`src/rtl/execute_stage.sv`:
```
// Execute stage: ADD/SUB/JALR/BEQ in one cycle, MUL via a 32-iteration shift-add
// engine that stalls upstream until the product is registered.
module execute_stage #(
  parameter int unsigned MUL_ITERATIONS = 32
) (
  input  logic        clk,
  input  logic        reset,
  input  logic [31:0] operand1,
  input  logic [31:0] operand2,
  input  logic [4:0]  alu_operation,
  input  logic        dest_register_enable,
  input  logic [4:0]  dest_register_number,
  input  logic [31:0] in_passthrough_next_program_counter,
  input  logic [31:0] branch_dest,
  output logic [31:0] result,
  output logic        out_dest_register_enable,
  output logic [4:0]  out_dest_register_number,
  output logic        branch_taken,
  output logic [31:0] branch_target,
  output logic        stall
);

  localparam int unsigned XLEN  = 32;
  localparam int unsigned CNT_W = 5;
  localparam int unsigned REG_W = 5;

  localparam logic [4:0] ADDITION       = 5'd0;
  localparam logic [4:0] SUBTRACTION    = 5'd1;
  localparam logic [4:0] MULTIPLICATION = 5'd2;
  localparam logic [4:0] UNCOND_JUMP    = 5'd3;
  localparam logic [4:0] COND_EQ_JUMP   = 5'd4;

  localparam logic [0:0] IDLE     = 1'b0;
  localparam logic [0:0] MUL_BUSY = 1'b1;

  localparam logic [CNT_W-1:0] LAST_ITER = CNT_W'(MUL_ITERATIONS - 1);

  logic [0:0]       state, state_n;
  logic [CNT_W-1:0] counter, counter_n;
  logic [XLEN-1:0]  multiplicand, multiplicand_n;
  logic [XLEN-1:0]  multiplier, multiplier_n;
  logic [XLEN-1:0]  accumulator, accumulator_n;
  logic             mul_dest_enable, mul_dest_enable_n;
  logic [REG_W-1:0] mul_dest_number, mul_dest_number_n;

  logic [XLEN-1:0]  result_n;
  logic             dest_enable_n;
  logic [REG_W-1:0] dest_number_n;
  logic             branch_taken_n;
  logic [XLEN-1:0]  branch_target_n;
  logic             stall_raw;

  logic [XLEN-1:0]  sum;
  logic [XLEN-1:0]  diff;
  logic [XLEN-1:0]  acc_step;

  assign sum      = operand1 + operand2;
  assign diff     = operand1 - operand2;
  assign acc_step = accumulator + (multiplier[0] ? multiplicand : XLEN'(0));

  // Next-state and registered-output values; anything unassigned is a bubble.
  always_comb begin
    state_n           = state;
    counter_n         = counter;
    multiplicand_n    = multiplicand;
    multiplier_n      = multiplier;
    accumulator_n     = accumulator;
    mul_dest_enable_n = mul_dest_enable;
    mul_dest_number_n = mul_dest_number;
    result_n          = '0;
    dest_enable_n     = 1'b0;
    dest_number_n     = '0;
    branch_taken_n    = 1'b0;
    branch_target_n   = '0;
    stall_raw         = 1'b0;

    case (state)
      IDLE: begin
        // A live branch_taken means the presented instruction is wrong-path.
        if (!branch_taken) begin
          if (alu_operation == MULTIPLICATION) begin
            stall_raw         = 1'b1;
            multiplicand_n    = operand1;
            multiplier_n      = operand2;
            accumulator_n     = '0;
            counter_n         = '0;
            mul_dest_enable_n = dest_register_enable;
            mul_dest_number_n = dest_register_number;
            state_n           = MUL_BUSY;
          end else begin
            dest_enable_n = dest_register_enable;
            dest_number_n = dest_register_number;
            case (alu_operation)
              SUBTRACTION: result_n = diff;
              UNCOND_JUMP: begin
                result_n        = in_passthrough_next_program_counter;
                branch_taken_n  = 1'b1;
                branch_target_n = {sum[XLEN-1:1], 1'b0};
              end
              COND_EQ_JUMP: begin
                branch_taken_n  = (operand1 == operand2);
                branch_target_n = branch_dest;
              end
              default: result_n = sum;
            endcase
          end
        end
      end

      MUL_BUSY: begin
        accumulator_n  = acc_step;
        multiplicand_n = multiplicand << 1;
        multiplier_n   = multiplier >> 1;
        counter_n      = counter + CNT_W'(1);
        // Last iteration folds its partial product straight into the result.
        if (counter == LAST_ITER) begin
          result_n      = acc_step;
          dest_enable_n = mul_dest_enable;
          dest_number_n = mul_dest_number;
          counter_n     = '0;
          state_n       = IDLE;
        end else begin
          stall_raw = 1'b1;
        end
      end

      default: state_n = IDLE;
    endcase
  end

  assign stall = stall_raw & ~reset;

  always_ff @(posedge clk or posedge reset) begin
    if (reset) begin
      state           <= IDLE;
      counter         <= '0;
      multiplicand    <= '0;
      multiplier      <= '0;
      accumulator     <= '0;
      mul_dest_enable <= 1'b0;
      mul_dest_number <= '0;
    end else begin
      state           <= state_n;
      counter         <= counter_n;
      multiplicand    <= multiplicand_n;
      multiplier      <= multiplier_n;
      accumulator     <= accumulator_n;
      mul_dest_enable <= mul_dest_enable_n;
      mul_dest_number <= mul_dest_number_n;
    end
  end

  always_ff @(posedge clk or posedge reset) begin
    if (reset) begin
      result                   <= '0;
      out_dest_register_enable <= 1'b0;
      out_dest_register_number <= '0;
      branch_taken             <= 1'b0;
      branch_target            <= '0;
    end else begin
      result                   <= result_n;
      out_dest_register_enable <= dest_enable_n;
      out_dest_register_number <= dest_number_n;
      branch_taken             <= branch_taken_n;
      branch_target            <= branch_target_n;
    end
  end

endmodule

```
`config.mk`:
```
export PLATFORM = sky130hd
export DESIGN_NAME = execute_stage
export DESIGN_NICKNAME = d
export VERILOG_FILES = /design/src/rtl/execute_stage.sv
export SDC_FILE = /design/constraint.sdc
export NUM_CORES = 1
export LEC_CHECK = 0
export ABC_AREA = 1
export BUFFER_PORTS_ARGS = -buffer_cell sky130_fd_sc_hd__buf_2
export CAP_MARGIN = 15
export CORE_MARGIN = 5
export CORE_UTILIZATION = 54
export CTS_CLUSTER_DIAMETER = 200
export DETAILED_ROUTE_END_ITERATION = 10
export PLACE_DENSITY_LB_ADDON = 0.05
export SYNTH_ARGS = -nofsm -noshare
export SYNTH_HDL_FRONTEND = slang
export SYNTH_SLANG_ARGS = --single-unit
```
`constraint.sdc`:
```
create_clock -name clk -period 4.85 [get_ports clk]
set_input_delay 0.2425 -clock clk [delete_from_list [all_inputs] [get_ports clk]]
set_output_delay 0.2425 -clock clk [all_outputs]
set_load 0.01 [all_outputs]
```
==> results_dict.tcl, run 1 <==
set metrics [dict create \
    finalCritPeriodShare_pct 67.13 \
    synth.area.mux_share_pct 0 \
    layout.nets 2782 \
    crit_buf_inv 2 \
    p_clk_share_pct 22.8 \
    crit_family "buffers and inverters" \
    hp-start "dest_register_number[1]" \
    rsz0062_at_grt "false" \
    drive_gt1_share_pct 11.00 \
    wl_per_cell_um 18.45 \
    grt_start_max_net_pins 158 \
    ys_async_sr_fraction_pct 100.0 \
    cts_tree "yes" \
    regToRegStartpoint "multiplier[0]" \
    initial_core_util_pct 55.00 \
    syn_inst 2385 \
    io_pins 213 \
    ys_warn_count 0 \
    fin_crit_ns 3.256 \
    hold_viol 0 \
    p_sw_share_pct 44.97 \
    grt_pass1_vias 15407 \
    die_height_um 176.1 \
    multiInputGateArea_um2 8544 \
    gr-total-overflow 0 \
    p_int_w 0.003584 \
    vias 16297 \
    finalSetupViolations 0 \
    placed_area_um2 16100 \
    syn-cell-area_um2 14910 \
    antenna_found_initial 2 \
    dr.first_iter.drc_count 1722 \
    worstPathCellList "ha_1, nand2_1, nor2_1, ha_1, nand2_1, inv_1, nor3_2, buf_2" \
    die_w_um 176.1 \
    cts_buffers 17 \
    synth-main-ff-cell "dfrtp_1" \
    worstHoldPathCells 3 \
    ys_types 42 \
    cts_sinks 179 \
    tightest_slew_ns 1.116 \
    critPathRequiredTime_ns 4.61 \
    synth.area.top_cells "dfrtp_1 30%, nand2_1 22%, inv_1 9.6%" \
    htree_levels 4 \
    p_sw_w 0.002929 \
    io_buffers 212 \
    pwr-share-comb_pct 43.4 \
    timing.fmax_ghz 0.3072 \
    syn_area_per_cell_um2 6.250 \
    cp.arrival_ns 3.01 \
    relSlewSlack_pct 25.57 \
    path_clk_slew_ns 0.08 \
    synth_top_area_share_pct 30.05 \
    tns_ns 0 \
    core.rowCount 60 \
    synthAdderAreaFrac_pct 8.461 \
    synth_seq_cells 179 \
    rr_endpoint "result[30]" \
    seqPwrFrac_pct 33.8 \
    hold_end "out_dest_register_number[1]" \
    slowest_stage "inv_1" \
    grt_pass1_wl_mm 83.96 \
    synth_top_cell_by_area "dfrtp_1" \
    postSynthNetCount 2625 \
    area_growth_pct 12.34 \
    synth_top_family_by_area "simple AND/OR/NAND/NOR gates" \
    r2r_slack_ns 1.66 \
    cp_max_fo 20 \
    skew_ns 0.01508 \
    power_density_nw_per_um2 389.0 \
    cts_setup_buffers 0 \
    die_area_um2 31030 \
    hpwlAfterDp_mm 42.67 \
    p_leak_nw 9.562 \
    cap_violations 0 \
    drc 0 \
    slew_violations 0 \
    core_um2 27100 \
    r2r_cells 15 \
    via_per_inst 5.564 \
    gp_congestion 1.011 \
    yosys.area_share.simple_pct 36.15 \
    n_fill_cell 2642 \
    clk_path_buf_depth 2 \
    endpoint_kind "output port" \
    synth-xor-area-share_pct 1.058 \
    critPathMaxStageDelay_ns 0.75 \
    ant_nets 0 \
    ir_drop_mv 0.2660 \
    status "complete, no violations" \
    synth_edf_count 0 \
    grt_usage_pct 34.61 \
    hold_class "in2reg" \
    post-synth-top-count-cell "nand2_1" \
    crit_type "reg2out" \
    final_cell_area_um2 16740 \
    synth_compound_area_share_pct 11.54 \
    worstSetupStartpointType "flop" \
    cts_root_buffer "clkbuf_16" \
    ys_top_cells_by_count "865 x nand2_1, 383 x inv_1, 218 x nand3_1, 179 x dfrtp_1, 147 x nor2_1" \
    register_area_um2 4481 \
    yosysSeqAreaShare_pct 30.05 \
    clock_latency_ns 0.47 \
    dr.pass1.iters 7 \
    finalWirelength_mm 54.05 \
]
==> stage by stage <==
stage	setup slack, ns	std cells	hold slack, ns	util, %	power (W)
final	1.594	2929	0.0002818	61.79	0.006513
after global routing	1.380	2929	0.02387	61.79	0.006954
after CTS	1.602	2927	0.001139	61.77	0.006454
after detailed placement	1.688	2892	0.3207	59.40	0.004980
after global placement	1.785	2892	0.3137	59.40	0.004912
after floorplan	2.313	2385	0.3593	-	0.004115
==> worst register-to-register path: cells and delay by family (launching register included) <==
| kind | cells | cell delay [ns] |
|---|---|---|
| fa+ha+maj | 2 | 0.42 |
| flops | 1 | 1.08 |
| simple gates | 10 | 1.05 |
| buf+inv | 1 | 0.10 |
| compound gates | 2 | 0.44 |
==> layout make-up <==
class / count / share of cell area [%]
clock inverters: 15 / 1.106
flip-flops and latches: 179 / 26.76
well taps: 372 / 2.780
diodes: 2 / 0.02989
repair buffers: 224 / 6.994
multi-input cells: 1730 / 51.03
inverters: 390 / 8.765
clock buffers: 17 / 2.541
==> metal layers <==
| layer | global-route usage (%) | up-vias | routed length (um) |
|---|---|---|---|
| met4 | 10.49 | 0 | 1713 |
| li1 | - | 7804 | - |
| met5 | 0 | - | 0 |
| met2 | 55.01 | 723 | 24420 |
| met3 | 4.604 | 97 | 4404 |
| met1 | 49.43 | 7673 | 23510 |
==> sequential cells by signal (all words and copies together), names as in the netlist <==
| signal | flops |
|---|---|
| accumulator | 32 |
| branch_taken | 1 |
| branch_target | 32 |
| counter | 5 |
| mul_dest_enable | 1 |
| mul_dest_number | 5 |
| multiplicand | 32 |
| multiplier | 32 |
| out_dest_register_enable | 1 |
| out_dest_register_number | 5 |
| result | 32 |
| state | 1 |
==> repair_timing <==
item | 4_1_cts | 5_1_grt
hold buffers | 3 | 0
hold endpoints to repair | 24 | 0
resized for setup | 0 | 0
==> power by group through the flow <==
stage                     clock network [W]  logic, W  registers [W]
after global placement                    0   0.00270        0.00221
final                               0.00148   0.00283        0.00220
after CTS                           0.00148   0.00278        0.00219
after floorplan                           0   0.00200        0.00212
after global routing                0.00155   0.00316        0.00225
after detailed placement                  0   0.00276        0.00222
==> kinds of logic after synthesis <==
group | after synthesis
flip-flops | 179
buffers and inverters | 476
AND/OR/NAND/NOR | 1311
AO/OA/AOI/OAI | 302
adder cells (fa/ha/maj) | 99
XOR/XNOR | 18
==> worst max path at each step <==
stage | startpoint | end | cells after the start
6_report | counter[0] | stall | 8
5_1_grt | multiplier[0] | result[30] | 15
4_1_cts | counter[0] | stall | 8
3_5_place_dp | multiplier[0] | result[30] | 15
3_3_place_gp | multiplier[0] | result[30] | 15
2_1_floorplan | reset | accumulator[0] | 1
==> cell usage in the layout (no fill, tap or decap), types with 5 or more instances in the layout <==
cell and n:
a21boi_0 9, a21oi_1 134, buf_2 212, buf_4 8
clkbuf_16 17, dfrtp_1 178, ha_1 96, inv_1 382
inv_2 5, inv_6 5, nand2_1 865, nand3_1 218
nand3b_1 6, nand4_1 19, nor2_1 145, nor3_1 21
o211ai_1 19, o21ai_0 65, o21ai_1 10, o21bai_1 13
o221ai_1 7, o22ai_1 31, or2_1 8, or2_2 12
xor2_1 17
(Power assumes the default switching activity.)
==> run 2, diff against run 1 <==
CORE_UTILIZATION = 55   (was 54)
clock period = 3 ns   (was 4.85 ns; I/O delays follow)
==> results_dict.tcl, run 2 (synthesis gave the netlist of run 1 again) <==
set metrics [dict create \
    hpwlAfterDp_mm 43.76 \
    p_clk_share_pct 22.4 \
    finalSetupViolations 0 \
    finalCritPeriodShare_pct 88.93 \
    area_growth_pct 17.55 \
    seqPwrFrac_pct 33.1 \
    p_sw_w 0.004772 \
    tns_ns 0 \
    grt_pass1_wl_mm 86.06 \
    vias 16734 \
    clk_path_buf_depth 2 \
    drc 0 \
    cts_resized 0 \
    regToRegStartpoint "multiplier[0]" \
    final_cell_mix "865 x nand2_1, 382 x inv_1, 218 x nand3_1" \
    grt_pass1_vias 15917 \
    endpoint_kind "flop" \
    cts_tree "yes" \
    startpoint "operand2[3]" \
    p_int_w 0.005829 \
    stdcell_count 2977 \
    gr-total-overflow 0 \
    critPathRequiredTime_ns 3.31 \
    hp-start "branch_dest[17]" \
    io_buffers 212 \
    dr.pass1.iters 6 \
    ir_drop_mv 0.4254 \
    final_common_cell "nand2_1" \
    worstSetupStartpointType "primary input" \
    wl_per_cell_um 18.82 \
    dr.first_iter.drc_count 1718 \
    cts_buffers 17 \
    holdBufCountCts 70 \
    finalWirelength_mm 56.02 \
    die_area_um2 30490 \
    layout.nets 2863 \
    die_height_um 174.6 \
    core_um2 26800 \
    cts_root_buffer "clkbuf_16" \
    power_density_nw_per_um2 605.1 \
    grt_usage_pct 35.95 \
    slew_violations 0 \
    p_leak_nw 9.923 \
    r2r_cells 11 \
    relSlewSlack_pct 25.37 \
    clock_latency_ns 0.45 \
    pwr-share-comb_pct 44.5 \
    hold_viol 0 \
    initial_core_util_pct 55.62 \
    via_per_inst 5.621 \
    setup_slack_ns 0.3320 \
    dp_cells 2875 \
    path_clk_slew_ns 0.08 \
    ant_nets 0 \
    hold_end "branch_target[17]" \
    hold_class "in2reg" \
    crit_type "in2reg" \
    die_w_um 174.6 \
    cp_max_fo 11 \
    insertedDiodeCount 0 \
    rsz0062_at_grt "false" \
    tightest_slew_ns 1.118 \
    timing.fmax_ghz 0.3748 \
    skew_ns 0.01230 \
    core.rowCount 60 \
    r2r_slack_ns 0.40 \
    fin_crit_ns 2.668 \
    n_fill_cell 2514 \
    io_pins 213 \
    antenna_found_initial 0 \
    rr_endpoint "result[28]" \
    drive_gt1_share_pct 11.15 \
    cp.arrival_ns 2.98 \
    cts_setup_buffers 0 \
    gp_congestion 1.020 \
    status "complete, no violations" \
    grt_start_max_net_pins 75 \
    cts_sinks 179 \
    cap_violations 0 \
    p_sw_share_pct 45.02 \
    pre_cts_ws_ns 0.4549 \
    worstHoldPathCells 3 \
    htree_levels 4 \
]
-- run 2: cell count changes in the layout (fill, tap and decap cells not counted) --
cell,delta
dlygate4sd3_1,+67
clkbuf_1,+1
diode_2,-2
buf_4,+10
buf_12,+4
clkinv_4,+1
inv_8,+1
inv_12,+2
clkinv_2,-1
inv_6,-3
bufinv_16,-1
-- run 2: power by group through the flow --
| stage | sequential, W | combinational, W | clock (W) |
|---|---|---|---|
| after global routing | 0.00358 | 0.00526 | 0.00248 |
| final | 0.00351 | 0.00472 | 0.00237 |
| after floorplan | 0.00343 | 0.00323 | 0 |
| after detailed placement | 0.00354 | 0.00453 | 0 |
| after global placement | 0.00354 | 0.00445 | 0 |
| after CTS | 0.00350 | 0.00462 | 0.00237 |
-- run 2: layer usage --
| metal | up-vias | track usage, % | share of wire [%] |
|---|---|---|---|
| li1 | 7973 | - | - |
| met1 | 7738 | 48.70 | 41 |
| met2 | 869 | 57.16 | 45 |
| met3 | 154 | 7.832 | 10 |
| met4 | 0 | 12.80 | 4.1 |
| met5 | - | 0 | 0 |
-- run 2: metrics by stage --
step	utilization (%)	hold slack, ns	cell area (um^2)	total power [W]
floorplan	-	0.2668	14910	0.006652
global placement	60.50	0.3465	16220	0.007981
detailed placement	60.50	0.3649	16220	0.008065
CTS	65.38	0.006365	17520	0.01049
global route	65.38	0.02359	17520	0.01132
finish	65.38	0.002909	17520	0.01060
-- run 2: cell type report --
| cell class | count | area, um^2 | area share (%) |
|---|---|---|---|
| Multi-Input combinational cell | 1730 | 8544 | 48.76 |
| Sequential cell | 179 | 4481 | 25.57 |
| Timing Repair Buffer | 305 | 1997 | 11.40 |
| Inverter | 390 | 1468 | 8.376 |
| Clock buffer | 18 | 429.2 | 2.449 |
| Tap cell | 341 | 426.7 | 2.435 |
| Clock inverter | 14 | 176.4 | 1.007 |
-- run 2: worst max path at each step --
stage,to,slack (ns),depth (start not counted)
detailed placement,accumulator[24],0.45,12
floorplan,accumulator[0],0.56,1
finish,result[13],0.33,15
global route,result[28],0.17,11
global placement,result[30],0.40,13
CTS,result[28],0.42,11
-- run 2: worst max-delay path, cell delays in order --
cell and delay, ns:
dlygate4sd3_1 0.53, buf_2 0.12, inv_1 0.06, ha_1 0.52, nand2_1 0.15, nor2_1 0.16, nand2_1 0.06, nand3_1 0.14
nand2_1 0.09, nand2_1 0.22, a21boi_0 0.13, o21ai_0 0.22, nand3_1 0.13, nand3_1 0.18, nand2_1 0.11
